`config.mk`:
```
export PLATFORM = sky130hd
export DESIGN_NAME = conv_window_ctrl
export DESIGN_NICKNAME = d
export VERILOG_FILES = /design/src/rtl/conv_pkg.sv /design/src/rtl/conv_window_buf.sv /design/src/rtl/conv_window_ctrl.sv
export SDC_FILE = /design/constraint.sdc
export NUM_CORES = 1
export LEC_CHECK = 0
export ABC_AREA = 1
export CAP_MARGIN = 20
export CORE_MARGIN = 5
export CORE_UTILIZATION = 40
export DETAILED_ROUTE_END_ITERATION = 6
export DONT_BUFFER_PORTS = 1
export HOLD_SLACK_MARGIN = 0.03
export PLACE_DENSITY = 0.54
export REMOVE_ABC_BUFFERS = 1
export SLEW_MARGIN = 5
export SYNTH_ARGS = -nofsm -noshare
export SYNTH_HDL_FRONTEND = slang
export SYNTH_SLANG_ARGS = --single-unit
```
`constraint.sdc`:
```
create_clock -name clk -period 3.9 [get_ports clk]
set_input_delay 0.39 -clock clk [delete_from_list [all_inputs] [get_ports clk]]
set_output_delay 0.39 -clock clk [all_outputs]
set_load 0.05 [all_outputs]
```
`src/rtl/conv_pkg.sv`:
```
// conv_pkg: shared geometry, state encoding and window-slot helpers for the
// conv window sequencer.
package conv_pkg;

  localparam int IMG_W = 64;
  localparam int AW    = 12;
  localparam int DW    = 20;
  localparam int NSLOT = 9;

  localparam logic [3:0] SLOT_FIRST       = 4'd0;
  localparam logic [3:0] SLOT_REUSE_FIRST = 4'd2;
  localparam logic [3:0] SLOT_LAST        = 4'd8;

  typedef enum logic [2:0] {
    ST_IDLE  = 3'd0,
    ST_FETCH = 3'd1,
    ST_LAST  = 3'd2,
    ST_START = 3'd3,
    ST_WAIT  = 3'd4,
    ST_WRITE = 3'd5
  } state_e;

  // Slot k sits at (dy,dx) = (k/3-1, k%3-1), returned as 2-bit two's complement.
  function automatic logic [1:0] slot_dx(input logic [3:0] k);
    case (k)
      4'd0, 4'd3, 4'd6: return 2'b11;
      4'd1, 4'd4, 4'd7: return 2'b00;
      default:          return 2'b01;
    endcase
  endfunction

  function automatic logic [1:0] slot_dy(input logic [3:0] k);
    case (k)
      4'd0, 4'd1, 4'd2: return 2'b11;
      4'd3, 4'd4, 4'd5: return 2'b00;
      default:          return 2'b01;
    endcase
  endfunction

  function automatic logic [DW-1:0] relu(input logic [DW-1:0] v);
    return v[DW-1] ? '0 : v;
  endfunction

endpackage

```
`src/rtl/conv_window_buf.sv`:
```
// conv_window_buf: 3x3 window register file (load, zero, shift-left-column)
// packed row-major onto the engine's pixel bus, slot 0 in the top word.
module conv_window_buf
  import conv_pkg::*;
#(
  parameter int DW = conv_pkg::DW
) (
  input  logic                clk,
  input  logic                reset,
  input  logic                ld_en,
  input  logic                ld_zero,
  input  logic [3:0]          ld_slot,
  input  logic [DW-1:0]       ld_data,
  input  logic                sh_en,
  output logic [NSLOT*DW-1:0] pixel
);

  logic [DW-1:0] win_q [NSLOT];
  logic [DW-1:0] win_d [NSLOT];

  always_comb begin
    win_d = win_q;
    if (sh_en) begin
      for (int r = 0; r < 3; r++) begin
        win_d[3*r]   = win_q[3*r+1];
        win_d[3*r+1] = win_q[3*r+2];
      end
    end
    for (int k = 0; k < NSLOT; k++) begin
      if (ld_en && (ld_slot == 4'(k))) begin
        win_d[k] = ld_zero ? '0 : ld_data;
      end
    end
  end

  always_ff @(posedge clk or negedge reset) begin
    if (!reset) begin
      for (int k = 0; k < NSLOT; k++) begin
        win_q[k] <= '0;
      end
    end else begin
      win_q <= win_d;
    end
  end

  always_comb begin
    pixel = '0;
    for (int k = 0; k < NSLOT; k++) begin
      pixel[(NSLOT-1-k)*DW +: DW] = win_q[k];
    end
  end

endmodule

```
`src/rtl/conv_window_ctrl.sv`:
```
// conv_window_ctrl: raster-order 3x3 window sequencer in front of the conv engine.
// Build option CONV_WINDOW_REUSE_EN keeps two window columns between x steps.
module conv_window_ctrl
  import conv_pkg::*;
#(
  parameter int IMG_W = conv_pkg::IMG_W,
  parameter int AW    = conv_pkg::AW,
  parameter int DW    = conv_pkg::DW
) (
  input  logic            clk,
  input  logic            reset,
  input  logic            ready,
  output logic            busy,
  output logic [AW-1:0]   iaddr,
  input  logic [DW-1:0]   idata,
  output logic [9*DW-1:0] pixel,
  output logic            start,
  input  logic [DW-1:0]   result_fixed,
  input  logic            finish,
  output logic            cwr,
  output logic [AW-1:0]   caddr_wr,
  output logic [DW-1:0]   cdata_wr
);

  // state | meaning
  // IDLE  | waiting for ready, busy low
  // FETCH | issue one window slot address per cycle, store previous slot
  // LAST  | store the final slot returned by image memory
  // START | one-cycle start pulse to the engine
  // WAIT  | window frozen until finish, then latch ReLU(result)
  // WRITE | write strobe to layer-0 memory, advance (x,y)

  localparam int CW = $clog2(IMG_W);
  localparam logic [CW-1:0] XY_MAX = CW'(IMG_W - 1);
`ifdef CONV_WINDOW_REUSE_EN
  localparam bit REUSE = 1'b1;
`else
  localparam bit REUSE = 1'b0;
`endif

  state_e        state_q, state_d;
  logic [CW-1:0] x_q, x_d, y_q, y_d;
  logic [3:0]    slot_q, slot_d, pend_slot_q, pend_slot_d, slot_step;
  logic          pend_v_q, pend_v_d, pend_ok_q, pend_ok_d;
  logic          busy_q, busy_d;
  logic [AW-1:0] ihold_q;
  logic [DW-1:0] cdata_q, cdata_d;
  logic [1:0]    dx, dy;
  logic [CW+1:0] xx, yy;
  logic          slot_ok, last_pos, x_last;
  logic          ld_en, ld_zero, sh_en;
  logic [3:0]    ld_slot;

  // Neighbour coordinate with two guard bits: any set guard bit means off-image.
  assign dx      = slot_dx(slot_q);
  assign dy      = slot_dy(slot_q);
  assign xx      = {2'b00, x_q} + {{CW{dx[1]}}, dx};
  assign yy      = {2'b00, y_q} + {{CW{dy[1]}}, dy};
  assign slot_ok = (xx[CW+1:CW] == 2'b00) && (yy[CW+1:CW] == 2'b00);
  assign x_last  = (x_q == XY_MAX);
  assign last_pos = x_last && (y_q == XY_MAX);
  assign slot_step = (REUSE && (x_q != '0)) ? 4'd3 : 4'd1;

  assign iaddr    = ((state_q == ST_FETCH) && slot_ok) ? {yy[CW-1:0], xx[CW-1:0]} : ihold_q;
  assign busy     = busy_q;
  assign caddr_wr = {y_q, x_q};
  assign cdata_wr = cdata_q;

  always_ff @(posedge clk or negedge reset) begin
    if (!reset) begin
      state_q <= ST_IDLE;
    end else begin
      state_q <= state_d;
    end
  end

  always_comb begin
    state_d = state_q;
    unique case (state_q)
      ST_IDLE:  if (ready) state_d = ST_FETCH;
      ST_FETCH: if (slot_q == SLOT_LAST) state_d = ST_LAST;
      ST_LAST:  state_d = ST_START;
      ST_START: state_d = ST_WAIT;
      ST_WAIT:  if (finish) state_d = ST_WRITE;
      ST_WRITE: state_d = last_pos ? ST_IDLE : ST_FETCH;
      default:  state_d = ST_IDLE;
    endcase
  end

  always_comb begin
    x_d         = x_q;
    y_d         = y_q;
    slot_d      = slot_q;
    pend_slot_d = pend_slot_q;
    pend_v_d    = pend_v_q;
    pend_ok_d   = pend_ok_q;
    busy_d      = busy_q;
    cdata_d     = cdata_q;
    ld_en       = 1'b0;
    ld_zero     = 1'b0;
    ld_slot     = pend_slot_q;
    sh_en       = 1'b0;
    start       = 1'b0;
    cwr         = 1'b0;
    unique case (state_q)
      ST_IDLE: begin
        if (ready) begin
          x_d    = '0;
          y_d    = '0;
          slot_d = SLOT_FIRST;
          busy_d = 1'b1;
        end
      end
      ST_FETCH: begin
        ld_en       = pend_v_q;
        ld_zero     = !pend_ok_q;
        pend_v_d    = 1'b1;
        pend_slot_d = slot_q;
        pend_ok_d   = slot_ok;
        slot_d      = slot_q + slot_step;
      end
      ST_LAST: begin
        ld_en    = pend_v_q;
        ld_zero  = !pend_ok_q;
        pend_v_d = 1'b0;
      end
      ST_START: start = 1'b1;
      ST_WAIT: begin
        if (finish) cdata_d = relu(result_fixed);
      end
      ST_WRITE: begin
        cwr = 1'b1;
        x_d = x_q + 1'b1;
        if (x_last) y_d = y_q + 1'b1;
        if (last_pos) busy_d = 1'b0;
        // Reuse only when the next position stays on the same row.
        if (REUSE && !x_last) begin
          sh_en  = 1'b1;
          slot_d = SLOT_REUSE_FIRST;
        end else begin
          slot_d = SLOT_FIRST;
        end
      end
      default: ;
    endcase
  end

  always_ff @(posedge clk or negedge reset) begin
    if (!reset) begin
      x_q         <= '0;
      y_q         <= '0;
      slot_q      <= '0;
      pend_slot_q <= '0;
      pend_v_q    <= 1'b0;
      pend_ok_q   <= 1'b0;
      busy_q      <= 1'b0;
      ihold_q     <= '0;
      cdata_q     <= '0;
    end else begin
      x_q         <= x_d;
      y_q         <= y_d;
      slot_q      <= slot_d;
      pend_slot_q <= pend_slot_d;
      pend_v_q    <= pend_v_d;
      pend_ok_q   <= pend_ok_d;
      busy_q      <= busy_d;
      ihold_q     <= iaddr;
      cdata_q     <= cdata_d;
    end
  end

  conv_window_buf #(.DW(DW)) u_win (
    .clk     (clk),
    .reset   (reset),
    .ld_en   (ld_en),
    .ld_zero (ld_zero),
    .ld_slot (ld_slot),
    .ld_data (idata),
    .sh_en   (sh_en),
    .pixel   (pixel)
  );

endmodule

```
---- Word-level counts from Yosys, hierarchy flattened ----
Cells that the tools add are included.
word-level totals
  flip-flop bits (word level) ............. 238
  bits of input ports ..................... 44
  output and inout bits ................... 227
operators by class
  add/sub/neg operators ................... 5
  equality and inequality tests ........... 28
  mux-type cells .......................... 24
  reduce and logical (&&, ||, !) cells .... 32
operator list
  operator             count
  $eq 4x3->1 const B   8
  $pmux 6 s2           2
  $mux 20              1
  $mux 19              1
  $pmux 3 s6           1
  $add 7x2->8          2
  $eq 4x2->1 const B   4
  $add 6x1->6 const B  2
  $eq 6x6->1 const B   2
  $logic_and 1x1->1    12
  $mux 12              1
  $mux 6               2
  $pmux 4 s3           1
  $reduce_or 3->1      4
  $mux 3               3
  $reduce_and 3->1     3
  $eq 4x1->1 const B   2
  $eq 4x4->1 const B   2
  $logic_not 4->1      2
  $ne 2x2->1 const B   4
  $pmux 2 s2           2
  $mux 1               7
  $eq 3x2->1 const B   2
  $eq 3x3->1 const B   2
  other kinds (12)     17

---- Logic depth before layout (Yosys ltp) ----
  word-level depth ........................ 8
  depth in mapped cells ................... 24
  depth with buffers taken out ............ 23

---- Hierarchy ----
A second synthesis with hierarchy kept.
unflattened totals
  cell total of the unflattened synthesis .. 1582
  area, all modules ....................... 11939.0 µm²
by module, submodules not included
  module            instances  cells each  area each (µm²)  sequential area each (µm²)
  conv_window_buf   1          1176        8673.3           4504.3
  conv_window_ctrl  1          406         3265.6           1426.4

---- Worst setup path after synthesis ----
No wires, ideal clock.
  kind .................................... reg-to-output
  start ................................... reg slot_q[0]
  end ..................................... out iaddr[10]
  arrival ................................. 2.898 ns
  slack ................................... 0.612 ns
  cell stages (with the launch flop) ...... 24
  path buffers ............................ 1
  cell sequence ........................... dfrtp_1 -> inv_1 -> ha_1 -> inv_1 -> nand2_1 -> nand2_1 -> nand2_1 -> inv_1 -> nand2_1 -> ha_1 -> inv_1 -> fa_1 -> inv_1 -> nand2_1 -> nand2_1 -> nand3_1 -> nand2_1 -> nand2_1 -> nand2_1 -> nand2_1 -> inv_1 -> buf_2 -> nand3_1 -> nand2_1
on the way
  longest elaborated chain between the ends .. 8
  elaborated cells on any way between the ends .. 21
ends and longest elaborated chain
  item                                       line                                            RTL
  from (decl)                                conv_window_ctrl.sv:43                          logic [3:0] slot_q, slot_d, pend_slot_q, pend_slot_d, slot_step;
  from (signal assigned)                     conv_window_ctrl.sv:162                         slot_q <= slot_d;
  $eq 4x3->1, or another cell as far along   conv_pkg.sv:25, conv_pkg.sv:33
  $reduce_or 3->1, on equally long branches  conv_pkg.sv:25, conv_pkg.sv:33
  $pmux 2 s2, on equally long branches       conv_pkg.sv:25, conv_pkg.sv:33
  $add 7x2->8, on equally long branches      conv_window_ctrl.sv:57, conv_window_ctrl.sv:58
  $logic_not 2->1                            conv_window_ctrl.sv:59                          assign slot_ok = (xx[CW+1:CW] == 2'b00) && (yy[CW+1:CW] == 2'b00);
  $logic_and 1x1->1                          conv_window_ctrl.sv:59
  $logic_and 1x1->1                          conv_window_ctrl.sv:64                          assign iaddr = ((state_q == ST_FETCH) && slot_ok) ? {yy[CW-1:0], xx[CW-1:0]} : ihold_q;
  $mux 12 (*)                                conv_window_ctrl.sv:64
  to (decl)                                  conv_window_ctrl.sv:14                          output logic [AW-1:0] iaddr,
Every way passes the cells marked *; elsewhere a longest branch is shown, timed or not.

---- Worst setup path in the final report ----
  start ................................... reg slot_q[1]
  end ..................................... out iaddr[1]
The elaborated chain is that of the path after synthesis.

==> summary.txt <==
Logic synthesis
  • Yosys warns: 0
  • Yosys top cell area share: 0.609
  • Mapped cell area: 9740 um^2
  • Distinct cells, synth: 38
  • Syn_area_per_cell: 9.47 um^2
  • Post-synth EDFFs: 0
  • Post-synth top area cell: dfrtp_1
  • Async SR Flop Fraction: 1.00
  • Post-synth top flop: dfrtp_1
  • Sequential-to-total area share from yosys stat: 0.609
  • Register bit total from synthesis: 237
  • Mapped Cells: 1029
  • Main area contributors after synthesis: dfrtp_1 61%, nand2_1 12%, o21ai_1 7.8%, o21ai_0 3.1%, nand3_1 2.7%

Drt
  • DRC Markers: 0
  • DRT Pass-1 Iters: 5
  • Routed Antenna Nets: 0
  • DRT iter0 DRCs: 580
  • Via density: 5.14
  • Final WL: 26900 um
  • Wire per inst: 19.4 um
  • Via count: 7134

Timing
  • FMAX: 0.274 GHz
  • Pins Over Slew Limit: 0
  • Fin Hold WS: -436 ps
  • Final critical-path required period: 3650 ps
  • Crit share post-route: 0.936
  • Slew @ Worst Pin: 952 ps
  • Fin. Hold Viols: 237
  • Final worst setup slack: 248 ps
  • Worst slew margin: 0.363
  • Final setup fails: 0
  • Clock Skew: 8.98 ps

Clocking
  • Sink Count: 237
  • Cts bufs inserted: 26
  • Clk pin slew, worst setup/hold paths: 60 ps
  • Worst-Skew Late Latency: 520 ps
  • CTS tree: yes
  • CTS Buffer Depth: 3
  • Hold Buf Count CTS: 19
  • Clock root cell: clkbuf_16
  • CTS H-tree lvls: 1

Global routing
  • GRT Residual Overflow: 0
  • Largest net degree at the start of global routing: 238
  • Vias in the first global route: 6848
  • Global-route wire length before repair: 41700 um
  • Antenna violations before repair: 0
  • Global-route usage over all layers: 0.186

Critical path
  • Chain of cells forming the critical path: inv_2, ha_1, nor2_1, a211oi_1, nand2_1, ha_1, inv_1, fa_1, inv_1, nand3_1, nand4_1, nand2_1, nor2_4, buf_6, nand3_2, nand2_4
  • Setup crit end kind: output pin
  • Setup CP Type: flip-flop to output pin
  • Crit-path max FO: 12
  • Crit path DAT: 3260 ps
  • R2r startpoint: slot_q[1]
  • Startpoint types: flip-flop
  • Reg2reg end: ihold_q[1]
  • Crit path max-delay cell type: dfrtp_1
  • Required time of the critical path: 3510 ps
  • Worst reg-to-reg path cell count: 16
  • Max stage delay on crit path: 410 ps
  • CP startpoint: slot_q[1]
  • R2R setup slack: 1070 ps

Placed design
  • DP Wirelength: 17300 um
  • Setup slack at placement: 379 ps
  • GP Congestion: 0.794
  • DP Area: 10000 um^2
  • Placed cells: 1320
  • Port Buffers: 0

Finish
  • Share of layout cells above drive strength 1: 0.116
  • Fin area: 11300 um^2
  • Multi-input gate area: 3550 um^2
  • Non-filler cells, final: 1387
  • FF/Latch Area: 5930 um^2
  • # nets final: 1111
  • Synthesis-to-finish area growth: 16.4%
  • N_diodes: 0
  • Fill count: 2254

Floorplan
  • Ports: 271
  • Die width: 166 um
  • Chip height: 166 um
  • Rows: 57
  • Initial Utilization: 0.403
  • Placeable Area: 24200 um^2
  • Die area: 27600 um^2

Run
  • Maxcap violations: 0

Outcome
  • Failing checks: hold timing
  • Status: finished, violations left

Hold path
  • Worst min-delay path class: input port to asynchronous set/reset pin
-- layout by cell type (no fill, tap or decap), drive strengths merged, types with 3 or more instances in the layout --
master and instances:
xor2 5, bufinv 4, buf 18, a21oi 8, or2 3, clkinvlp 3
nor2 29, inv 51, clkinv 6, dlygate4sd3 19, ha 20, clkbuf 34
nand3 54, o31ai 3, xnor2 5, nor3 6, nand4 5, nand2 329
dfrtp 237, o21ai 213
-- area by class of cell --
class | count | share of cell area
flip-flops and latches | 237 | 0.523
clock buffers | 34 | 0.0663
inverters | 52 | 0.0174
well taps | 324 | 0.0357
clock inverters | 12 | 0.0151
multi-input cells | 691 | 0.313
repair buffers | 37 | 0.0300
-- critical path: cells and delay by family (launching register included) --
| family | cells | cell delay (ps) |
|---|---|---|
| AND/OR/NAND/NOR | 8 | 1020 |
| adder cells (fa/ha/maj) | 3 | 770 |
| buffers and inverters | 4 | 450 |
| flip-flops | 1 | 410 |
| AO/OA/AOI/OAI | 1 | 110 |
-- registers in the layout (all words and copies together), names as in the netlist, 3 cells and up --
name,flops
u_win.pixel,180
cdata_wr,19
ihold_q,12
x_q,6
y_q,6
ld_slot,4
slot_q,4
state_q,3
-- cells by family (layout without fill, tap and decap cells) --
group | Yosys count | count (layout) | synth area share
XOR/XNOR | 10 | 10 | 0.00899
adder cells (fa/ha/maj) | 22 | 22 | 0.0298
AND/OR/NAND/NOR | 428 | 428 | 0.184
AO/OA/AOI/OAI | 230 | 230 | 0.120
other | 1 | 1 | 0.000385
buffers and inverters | 101 | 135 | 0.0476
flip-flops | 237 | 237 | 0.609
-- how the worst max path moves through the flow --
stage               endpoint  slack (ps)
finish              iaddr[1]         250
global route        iaddr[0]          -6
CTS                 iaddr[9]          50
detailed placement  iaddr[1]         380
global placement    iaddr[4]         460
floorplan           iaddr[0]         400
-- Yosys cell counts, drive strengths merged, types with 2 or more instances --
| cell | count |
|---|---|
| nor2 | 29 |
| clkbuf | 8 |
| xnor2 | 5 |
| a21oi | 8 |
| o22ai | 2 |
| dfrtp | 237 |
| nand4 | 5 |
| or2 | 3 |
| nand3 | 54 |
| buf | 41 |
| o31ai | 3 |
| ha | 20 |
| o21ai | 213 |
| nor3 | 6 |
| xor2 | 5 |
| o21bai | 2 |
| inv | 51 |
| nand2 | 329 |
| fa | 2 |
-- per-layer routing --
metal	vias to the layer above	GRT usage	share of wire
met5	-	0	0
met4	0	0.0423	0.019
met3	42	0.0697	0.10
met2	260	0.300	0.47
met1	3418	0.241	0.41
li1	3414	-	-
-- stage by stage --
step / setup TNS [ps] / hold slack [ps] / utilization
after floorplan: 0 / 94.4 / -
after global placement: 0 / 99.9 / 0.414
after detailed placement: 0 / 100 / 0.414
after CTS: 0 / -459 / 0.461
after global routing: -13.8 / -475 / 0.469
final: 0 / -436 / 0.469
-- what timing repair did --
item | in CTS | in global routing
endpoints found under the hold margin | 256 | 237
setup buffers | 0 | 1
pin swaps | 0 | 12
cloned | 0 | 1
resized for setup | 13 | 44
setup endpoints to repair | 12 | 12
Power is left out: the tool's default activity adds up to more than one toggle a clock period on the data nets, which glitch-free logic cannot reach.
